$ cat config.mk
export PLATFORM = sky130hd
export DESIGN_NAME = ps2_rx_fifo
export DESIGN_NICKNAME = d
export VERILOG_FILES = /design/src/rtl/ps2_rx_fifo.sv
export SDC_FILE = /design/constraint.sdc
export NUM_CORES = 1
export LEC_CHECK = 0
export ABC_AREA = 1
export CORE_ASPECT_RATIO = 1.25
export CORE_UTILIZATION = 65
export CTS_CLUSTER_SIZE = 30
export DETAILED_ROUTE_END_ITERATION = 6
export MAX_ROUTING_LAYER = met4
export PLACE_DENSITY = 0.85
export SYNTH_ARGS = -nofsm -noshare
export SYNTH_HDL_FRONTEND = slang
export SYNTH_SLANG_ARGS = --single-unit
export TNS_END_PERCENT = 100
$ cat constraint.sdc
create_clock -name clk -period 6.79 [get_ports clk]
set_clock_uncertainty 0.1 [all_clocks]
set_input_delay 1.0185 -clock clk [delete_from_list [all_inputs] [get_ports clk]]
set_output_delay 1.0185 -clock clk [all_outputs]
set_load 0.02 [all_outputs]
$ cat src/rtl/ps2_rx_fifo.sv
// PS/2 device-to-host receiver with synchronised, glitch-filtered clock, frame watchdog,
// sticky error flags and a drop-on-full first-word-fall-through byte FIFO.
module ps2_rx_fifo #(
    parameter int DEPTH_LOG2     = 3,
    parameter int FILTER_LEN     = 4,
    parameter int TIMEOUT_CYCLES = 50000
) (
    input  logic                  clk,
    input  logic                  clrn,
    input  logic                  ps2_clk,
    input  logic                  ps2_data,
    input  logic                  nextdata_n,
    input  logic                  clear_err,
    output logic [7:0]            data,
    output logic                  ready,
    output logic [DEPTH_LOG2:0]   level,
    output logic                  overflow,
    output logic                  parity_err,
    output logic                  frame_err
);

    localparam int                  DEPTH      = 2 ** DEPTH_LOG2;
    localparam int                  WD_W       = $clog2(TIMEOUT_CYCLES + 1);
    localparam logic [3:0]          FILT_MAX   = 4'(FILTER_LEN - 1);
    localparam logic [WD_W-1:0]     WD_LAST    = WD_W'(TIMEOUT_CYCLES - 1);
    localparam logic [DEPTH_LOG2:0] FULL_LEVEL = (DEPTH_LOG2 + 1)'(DEPTH);

    logic                  clk_s1_q, clk_s2_q, data_s1_q, data_s2_q;
    logic                  filt_q, filt_d, filt_prev_q;
    logic [3:0]            filt_cnt_q, filt_cnt_d;
    logic [3:0]            bit_cnt_q, bit_cnt_d;
    logic [7:0]            shift_q, shift_d;
    logic                  par_bit_q, par_bit_d;
    logic [WD_W-1:0]       wd_q, wd_d;
    logic [DEPTH_LOG2-1:0] wr_ptr_q, wr_ptr_d, rd_ptr_q, rd_ptr_d;
    logic [DEPTH_LOG2:0]   level_q, level_d;
    logic                  ready_q, ready_d;
    logic                  ovf_q, ovf_d, par_err_q, par_err_d, frm_err_q, frm_err_d;
    logic [7:0]            mem_q [DEPTH];

    logic strobe, push, push_ok, pop, full;
    logic par_bad, stop_bad, par_set, frm_set, ovf_set;

    always_ff @(posedge clk or negedge clrn) begin
        if (!clrn) begin
            clk_s1_q    <= 1'b1;
            clk_s2_q    <= 1'b1;
            data_s1_q   <= 1'b1;
            data_s2_q   <= 1'b1;
            filt_q      <= 1'b1;
            filt_prev_q <= 1'b1;
            filt_cnt_q  <= '0;
            bit_cnt_q   <= '0;
            shift_q     <= '0;
            par_bit_q   <= 1'b0;
            wd_q        <= '0;
            wr_ptr_q    <= '0;
            rd_ptr_q    <= '0;
            level_q     <= '0;
            ready_q     <= 1'b0;
            ovf_q       <= 1'b0;
            par_err_q   <= 1'b0;
            frm_err_q   <= 1'b0;
        end else begin
            clk_s1_q    <= ps2_clk;
            clk_s2_q    <= clk_s1_q;
            data_s1_q   <= ps2_data;
            data_s2_q   <= data_s1_q;
            filt_q      <= filt_d;
            filt_prev_q <= filt_q;
            filt_cnt_q  <= filt_cnt_d;
            bit_cnt_q   <= bit_cnt_d;
            shift_q     <= shift_d;
            par_bit_q   <= par_bit_d;
            wd_q        <= wd_d;
            wr_ptr_q    <= wr_ptr_d;
            rd_ptr_q    <= rd_ptr_d;
            level_q     <= level_d;
            ready_q     <= ready_d;
            ovf_q       <= ovf_d;
            par_err_q   <= par_err_d;
            frm_err_q   <= frm_err_d;
        end
    end

    // Storage is deliberately not reset; data is only meaningful while ready is high.
    always_ff @(posedge clk) begin
        if (push_ok) begin
            mem_q[wr_ptr_q] <= shift_q;
        end
    end

    // A level change is accepted only after FILTER_LEN consecutive differing samples.
    always_comb begin
        filt_d     = filt_q;
        filt_cnt_d = '0;
        if (clk_s2_q != filt_q) begin
            if (filt_cnt_q == FILT_MAX) begin
                filt_d = clk_s2_q;
            end else begin
                filt_cnt_d = filt_cnt_q + 4'd1;
            end
        end
    end

    assign strobe = filt_prev_q & ~filt_q;

    always_comb begin
        bit_cnt_d = bit_cnt_q;
        shift_d   = shift_q;
        par_bit_d = par_bit_q;
        wd_d      = wd_q;
        push      = 1'b0;
        par_bad   = 1'b0;
        stop_bad  = 1'b0;
        par_set   = 1'b0;
        frm_set   = 1'b0;
        if (strobe) begin
            wd_d = '0;
            if (bit_cnt_q == 4'd0) begin
                if (data_s2_q) begin
                    frm_set = 1'b1;
                end else begin
                    bit_cnt_d = 4'd1;
                end
            end else if (bit_cnt_q <= 4'd8) begin
                shift_d   = {data_s2_q, shift_q[7:1]};
                bit_cnt_d = bit_cnt_q + 4'd1;
            end else if (bit_cnt_q == 4'd9) begin
                par_bit_d = data_s2_q;
                bit_cnt_d = 4'd10;
            end else begin
                bit_cnt_d = 4'd0;
                par_bad   = ~(^{shift_q, par_bit_q});
                stop_bad  = ~data_s2_q;
                par_set   = par_bad;
                frm_set   = stop_bad;
                push      = ~par_bad & ~stop_bad;
            end
        end else if (bit_cnt_q != 4'd0) begin
            // Watchdog only runs mid-frame; expiry abandons the partial frame.
            if (wd_q == WD_LAST) begin
                bit_cnt_d = 4'd0;
                wd_d      = '0;
                frm_set   = 1'b1;
            end else begin
                wd_d = wd_q + 1'b1;
            end
        end else begin
            wd_d = '0;
        end
    end

    assign pop     = ~nextdata_n & (level_q != '0);
    assign full    = (level_q == FULL_LEVEL);
    assign push_ok = push & (~full | pop);
    assign ovf_set = push & full & ~pop;

    always_comb begin
        wr_ptr_d = push_ok ? wr_ptr_q + 1'b1 : wr_ptr_q;
        rd_ptr_d = pop ? rd_ptr_q + 1'b1 : rd_ptr_q;
        case ({push_ok, pop})
            2'b10:   level_d = level_q + 1'b1;
            2'b01:   level_d = level_q - 1'b1;
            default: level_d = level_q;
        endcase
        ready_d   = (level_d != '0);
        ovf_d     = (ovf_q & ~clear_err) | ovf_set;
        par_err_d = (par_err_q & ~clear_err) | par_set;
        frm_err_d = (frm_err_q & ~clear_err) | frm_set;
    end

    assign data       = mem_q[rd_ptr_q];
    assign ready      = ready_q;
    assign level      = level_q;
    assign overflow   = ovf_q;
    assign parity_err = par_err_q;
    assign frame_err  = frm_err_q;

endmodule

==> metrics, run 1 <==
post-layout util 0.7709; Synth area leaders edfxtp_1, dfrtp_1, nor2_1; Fin. Hold Viols 0; core region area about 8000 sq um; Mapped Cells between 500 and 600; cell count after placement around 610; Post-synth EDFFs 64; Setup Buffers After CTS 0; CTS tree built; clk root buf clkbuf_8; RSZ-0062 raised after global routing no; MaxCap Viol Count 0; Arr. time, crit path about 3 ns; WP data required roughly 5.7 ns; share of layout cells above drive strength 1 0.1119; share of the synthesized area in the top cell type 0.3694; Synth-to-Final Area Change 15.46%; remaining global-route overflow 0; # DRC 0; Clock Path Buffers 2; Die H 102.0 um; Total Neg Setup Slack 0 ns; met2 usage 0.5149; total track usage 0.3026; vias per std cell 5.883; Worst slew margin 0.2369; ANT nets after route 0; synthesized cell area 5202 sq um; Final setup violation count 0; gpl congestion 0.8875; ys async rst share 0.4530; Lkg Pwr between 2 and 2.5 nW; Die Area approximately 8400 sq um; Synth Area per Inst slightly above 10 sq um; IO Port Bufs 21; First DRT Iteration DRCs 290; pwr/cell area 417.7 nW/um^2; worst hold path class flop to flop; vias roughly 3800; starting density of the core 0.6676; busiest grt layer met2; DP Wirelength 7198 um; M3 GR Usage 0.07054; ys flop type edfxtp_1; CTS Hold Bufs 0; antenna violations before repair 0; count of state elements after synthesis between 100 and 150; status finished, final reports clean; Worst-path clk slew roughly 0.05 ns; CP Capture Type output pin; row count 36; drt wl/cell between 15 and 20 um; ANT cells 0; sequential element share of the synthesized area 0.6258; total CTS buffers 17; I/O pin count 22; first-pass GRT wire length between 15000 and 20000 um; Final Non-Filler Cells 640; Post-Route WL ~11000 um; Final min period just over 4 ns; Startpoint Class flop; Die W 82.02 um; pin count of the biggest net entering global routing 54; vias in the first global route around 3700; cts repair resizes 0; highest clock rate approximately 250 MHz; final net count ~550; overall power 2.509 mW; critical path class flop to output pin; Synthesis Warnings 0; Max Fanout on Critical Path 18; post-synthesis cell type count 41; H-tree Lvls 4; Worst Tran Pin Value around 1.1 ns; Hold Slack approximately 0.26 ns; Syn Nets ~520; worst vdd ir 0.2839 mV; clock insertion delay at the later pin of the skew report between 0.5 and 0.6 ns; GRT met1 Usage 0.3186; clock sinks approximately 120; largest area contributor in the netlist edfxtp_1; Pre-Repair DR Iteration Count 5; fin. max-slew vios 0; crit share post-route 0.5985
## stage by stage
stage,setup slack (ns),instance area [sq um]
2_1_floorplan,3.888,5202
3_3_place_gp,3.188,5497
3_5_place_dp,2.971,5497
4_1_cts,2.726,6007
5_1_grt,2.511,6007
6_report,2.726,6007
## metal layers
layer / vias to the layer above / wire length (um)
met2: 135 / 5928
met4: 0 / 362
met1: 1818 / 4060
met3: 35 / 518
met5: - / 0
li1: 1777 / -
## final timing paths
check / from / endpoint / slack [ns] / cells past startpoint
setup / recovery: rd_ptr_q[1] / data[7] / 2.73 / 6
max in group asynchronous: clrn / bit_cnt_q[2] / 5.62 / 2
min in group asynchronous: clrn / rd_ptr_q[2] / 0.51 / 2
hold / removal: clk_s1_q / clk_s2_q / 0.26 / 0
setup reg to reg: bit_cnt_q[0] / mem_q[7][5] / 3.64 / 11
hold reg to reg: clk_s1_q / clk_s2_q / 0.26 / 0
## registers in the layout (all words and copies together), names as in the netlist, 3 cells and up
| register | count |
|---|---|
| wd_q | 16 |
| mem_q | 64 |
| wr_ptr_q | 3 |
| shift_q | 8 |
| rd_ptr_q | 3 |
| level | 4 |
| filt_cnt_q | 4 |
| bit_cnt_q | 4 |
## power breakdown
part / internal, mW / switching (mW)
clock: 0.472 / 0.291
combinational: 0.298 / 0.512
sequential: 0.840 / 0.0965
total: 1.61 / 0.900
## layout by cell type, fill, tap and decap left out, drive strengths merged, types with 10 or more instances in the layout
cell type | netlist | layout
edfxtp | 64 | 64
clkdlybuf4s50 | 0 | 20
o21ai | 54 | 54
inv | 49 | 49
clkbuf | 11 | 18
nor2 | 91 | 91
a31oi | 10 | 10
nand3 | 20 | 20
nor3 | 15 | 15
dfrtp | 47 | 47
clkinv | 1 | 11
nand2 | 76 | 76
a21oi | 13 | 13
## kinds of logic (layout without fill, tap and decap cells)
kind of cell | Yosys count | in the layout | synth area share
AND/OR/NAND/NOR | 211 | 211 | 0.1828
flip-flops | 117 | 117 | 0.6258
AO/OA/AOI/OAI | 94 | 94 | 0.1056
buffers and inverters | 62 | 104 | 0.04473
adder cells (fa/ha/maj) | 10 | 10 | 0.02549
XOR/XNOR | 8 | 8 | 0.01347
multiplexers | 1 | 1 | 0.002164
## cell usage after synthesis, types with 3 or more instances
| cell type | number |
|---|---|
| nor2_1 | 86 |
| nand2_1 | 72 |
| edfxtp_1 | 64 |
| o21ai_0 | 53 |
| dfrtp_1 | 47 |
| inv_1 | 45 |
| nand3_1 | 18 |
| a21oi_1 | 12 |
| clkbuf_1 | 11 |
| nor3_1 | 11 |
| a31oi_1 | 9 |
| ha_1 | 9 |
| o22ai_1 | 8 |
| dfstp_2 | 6 |
| xor2_1 | 5 |
| inv_2 | 4 |
| nand2_2 | 4 |
| nor3_2 | 4 |
| a211oi_1 | 3 |
| nor2_2 | 3 |
| nor4_1 | 3 |
| xnor2_1 | 3 |
## critical path: stages (launching register included)
cell	delay [ns]
dfrtp_1	0.60
inv_1	0.51
o21ai_0	0.20
o22ai_1	0.18
nor2_1	0.08
a31oi_1	0.22
clkdlybuf4s50_1	0.64
## area by class of cell
class / instances / area (sq um)
flip-flops and latches: 117 / 3256
inverters: 50 / 187.7
repair buffers: 23 / 220.2
multi-input cells: 324 / 1714
clock buffers: 18 / 417.9
clock inverters: 13 / 92.59
well taps: 95 / 118.9
fillers: 507 / 1785
Power figures use the tool's default switching activity.
==> inputs of run 2 (changes only) <==
--- a/config.mk
+++ b/config.mk
@@ -7,11 +7,11 @@
 export LEC_CHECK = 0
 export ABC_AREA = 1
 export CORE_ASPECT_RATIO = 1.25
-export CORE_UTILIZATION = 65
+export CORE_UTILIZATION = 60
 export CTS_CLUSTER_SIZE = 30
 export DETAILED_ROUTE_END_ITERATION = 6
 export MAX_ROUTING_LAYER = met4
-export PLACE_DENSITY = 0.85
+export PLACE_DENSITY = 0.79
 export SYNTH_ARGS = -nofsm -noshare
 export SYNTH_HDL_FRONTEND = slang
 export SYNTH_SLANG_ARGS = --single-unit
==> constraint.sdc (replaced) <==
create_clock -name clk -period 4.2 [get_ports clk]
set_clock_uncertainty 0.1 [all_clocks]
set_input_delay 0.63 -clock clk [delete_from_list [all_inputs] [get_ports clk]]
set_output_delay 0.63 -clock clk [all_outputs]
set_load 0.02 [all_outputs]
==> metrics, run 2 (synthesis gave the netlist of run 1 again) <==
Arr. time, crit path 2.92 ns (-0.03 ns); Final min period 3.653 ns; Setup WS pre-CTS 0.8828 ns (-2.088 ns); CTS Hold Bufs 1 (+1); RSZ-0062 raised after global routing no; I/O pin count 22 (unchanged); commonest cells after routing, fill and taps aside nor2_1, nand2_1, edfxtp_1; switching share of power 0.3443 (-0.01420); clock insertion delay at the later pin of the skew report 0.52 ns (about the same); Slowest-stage cell, CP clkdlybuf4s50_1; Die H 106.1 um (+4.0%); Clock Path Buffers 2 (unchanged); Fin. Hold Viols 0 (unchanged); Final Non-Filler Cells 647 (+1.1%); First DRT Iteration DRCs 250 (-14%); Lkg Pwr 2.527 nW (+3.4%); Die Area 9050 sq um (+8.1%); worst vdd ir 0.3767 mV (+33%); core region area 8333 sq um (+6.9%); total track usage 0.2641 (-0.03847); Startpoint Class flop; Largest register FFs 64 (unchanged); # DRC 0 (unchanged); fin. max-slew vios 0 (unchanged); pin count of the biggest net entering global routing 36 (-33%); vias per std cell 5.770 (-1.9%); Biggest register mem_q; remaining global-route overflow 0 (unchanged); cts repair resizes 0 (unchanged); clk root buf clkbuf_8; highest clock rate ~270 MHz; share of layout cells above drive strength 1 0.1273 (+0.01535); Total Neg Setup Slack 0 ns (unchanged); gpl congestion 0.8110 (-8.6%); Synth-to-Final Area Change 18.25%; clock sinks 117 (unchanged); CP Capture Type output pin; combinational group share of total power 0.300 (-0.023); total CTS buffers 17 (unchanged); final net count 553 (+0.73%); overall power 4.286 mW (+71%); Die W 85.29 um (+4.0%); Critical Path, Cell by Cell inv_1 -> o21ai_0 -> o22ai_1 -> nor2_1 -> a31oi_1 -> clkdlybuf4s50_1; most common cell after layout, fill and taps aside nor2_1; Pre-Repair DR Iteration Count 6 (+1); Clock power frac 0.348 (+0.044); drt wl/cell 16.15 um (-4.9%); vias 3733 (-0.85%); vias in the first global route 3820 (+2.0%); Setup Buffers After CTS 0 (unchanged); pwr/cell area 696.6 nW/um^2 (+67%); WP data required 3.47 ns (-2.20 ns); Worst-path clk slew 0.06 ns (about the same); DP Wirelength 6646 um (-7.7%); CTS tree built; H-tree Lvls 4 (unchanged); Critical Path Max Stage Delay 0.63 ns (about the same); row count 37 (+2.8%); ANT cells 0 (unchanged); P_int 2.810 mW (+75%); crit share post-route 0.8698; Max Fanout on Critical Path 18 (unchanged); Final setup violation count 0 (unchanged); Psw 1.476 mW (+64%); MaxCap Viol Count 0 (unchanged); status finished, final reports clean; worst hold path class flop to flop; starting density of the core 0.6243 (-0.04331); biggest regs mem_q: 64 flops, wd_q: 16 flops, shift_q: 8 flops; critical path class flop to output pin; antenna violations before repair 0 (unchanged); final worst slack 0.5467 ns (-2.179 ns); Post-Route WL 10450 um (-3.9%); Flop pwr share 0.352 (-0.021); cell count after placement 614 (+0.82%); Worst Tran Pin Value 0.9277 ns (-0.2082 ns); ANT nets after route 0 (unchanged); Worst slew margin 0.3782 (+0.1413); first-pass GRT wire length 17470 um (-0.63%); IO Port Bufs 21 (unchanged)
[run 2: cell count changes in the layout (fill, tap and decap cells not counted), sizes merged]
cell,previous run,this run
clkinv,11,7
buf,3,6
bufinv,1,4
inv,49,52
clkinvlp,2,1
dlygate4sd3,0,1
[run 2: power groups by stage]
stage | Sequential, mW | Combinational [mW] | Clock, mW
floorplan | 1.50 | 0.872 | 0
global placement | 1.52 | 1.24 | 0
detailed placement | 1.53 | 1.27 | 0
CTS | 1.51 | 1.29 | 1.50
global route | 1.52 | 1.44 | 1.56
finish | 1.51 | 1.29 | 1.49
[run 2: worst max-delay path, delay by kind of cell (launching register included)]
| kind | cells | cell delay (ns) |
|---|---|---|
| simple gates | 1 | 0.08 |
| buf+inv | 2 | 1.15 |
| flops | 1 | 0.61 |
| compound gates | 3 | 0.56 |
[run 2: final cells by class]
| class | instances | area (sq um) |
|---|---|---|
| sequential | 117 | 3256 |
| fill | 554 | 2181 |
| multi-input combinational | 324 | 1714 |
| clock buffer | 18 | 417.9 |
| timing repair buffer | 27 | 252.7 |
| clock inverter | 14 | 202.7 |
| inverter | 50 | 187.7 |
| tap | 97 | 121.4 |
[run 2: worst paths after layout]
kind / end / slack [ns] / from / cells after the start
max in group asynchronous: data_s1_q / 2.70 / clrn / 3
hold / removal: clk_s2_q / 0.26 / clk_s1_q / 0
setup / recovery: data[7] / 0.55 / rd_ptr_q[1] / 6
min in group asynchronous: filt_cnt_q[2] / 0.47 / clrn / 2
hold reg to reg: clk_s2_q / 0.26 / clk_s1_q / 0
setup reg to reg: ready / 1.11 / bit_cnt_q[0] / 19
[run 2: per-stage QoR]
step / utilization / hold slack [ns] / area [sq um]
floorplan: - / 0.2344 / 5202
global route: 0.7383 / 0.2613 / 6152
global placement: 0.6626 / 0.2474 / 5522
detailed placement: 0.6626 / 0.2543 / 5522
finish: 0.7383 / 0.2572 / 6152
CTS: 0.7383 / 0.2618 / 6152
[run 2: per-layer routing]
| layer | part of all wire | wire, um | up-vias | GRT usage |
|---|---|---|---|---|
| met5 | 0 | 0 | - | - |
| met4 | 0.028 | 297 | 0 | 0.1167 |
| met3 | 0.048 | 502 | 33 | 0.06832 |
| met2 | 0.52 | 5383 | 124 | 0.4389 |
| met1 | 0.41 | 4262 | 1787 | 0.3034 |
| li1 | - | - | 1789 | - |
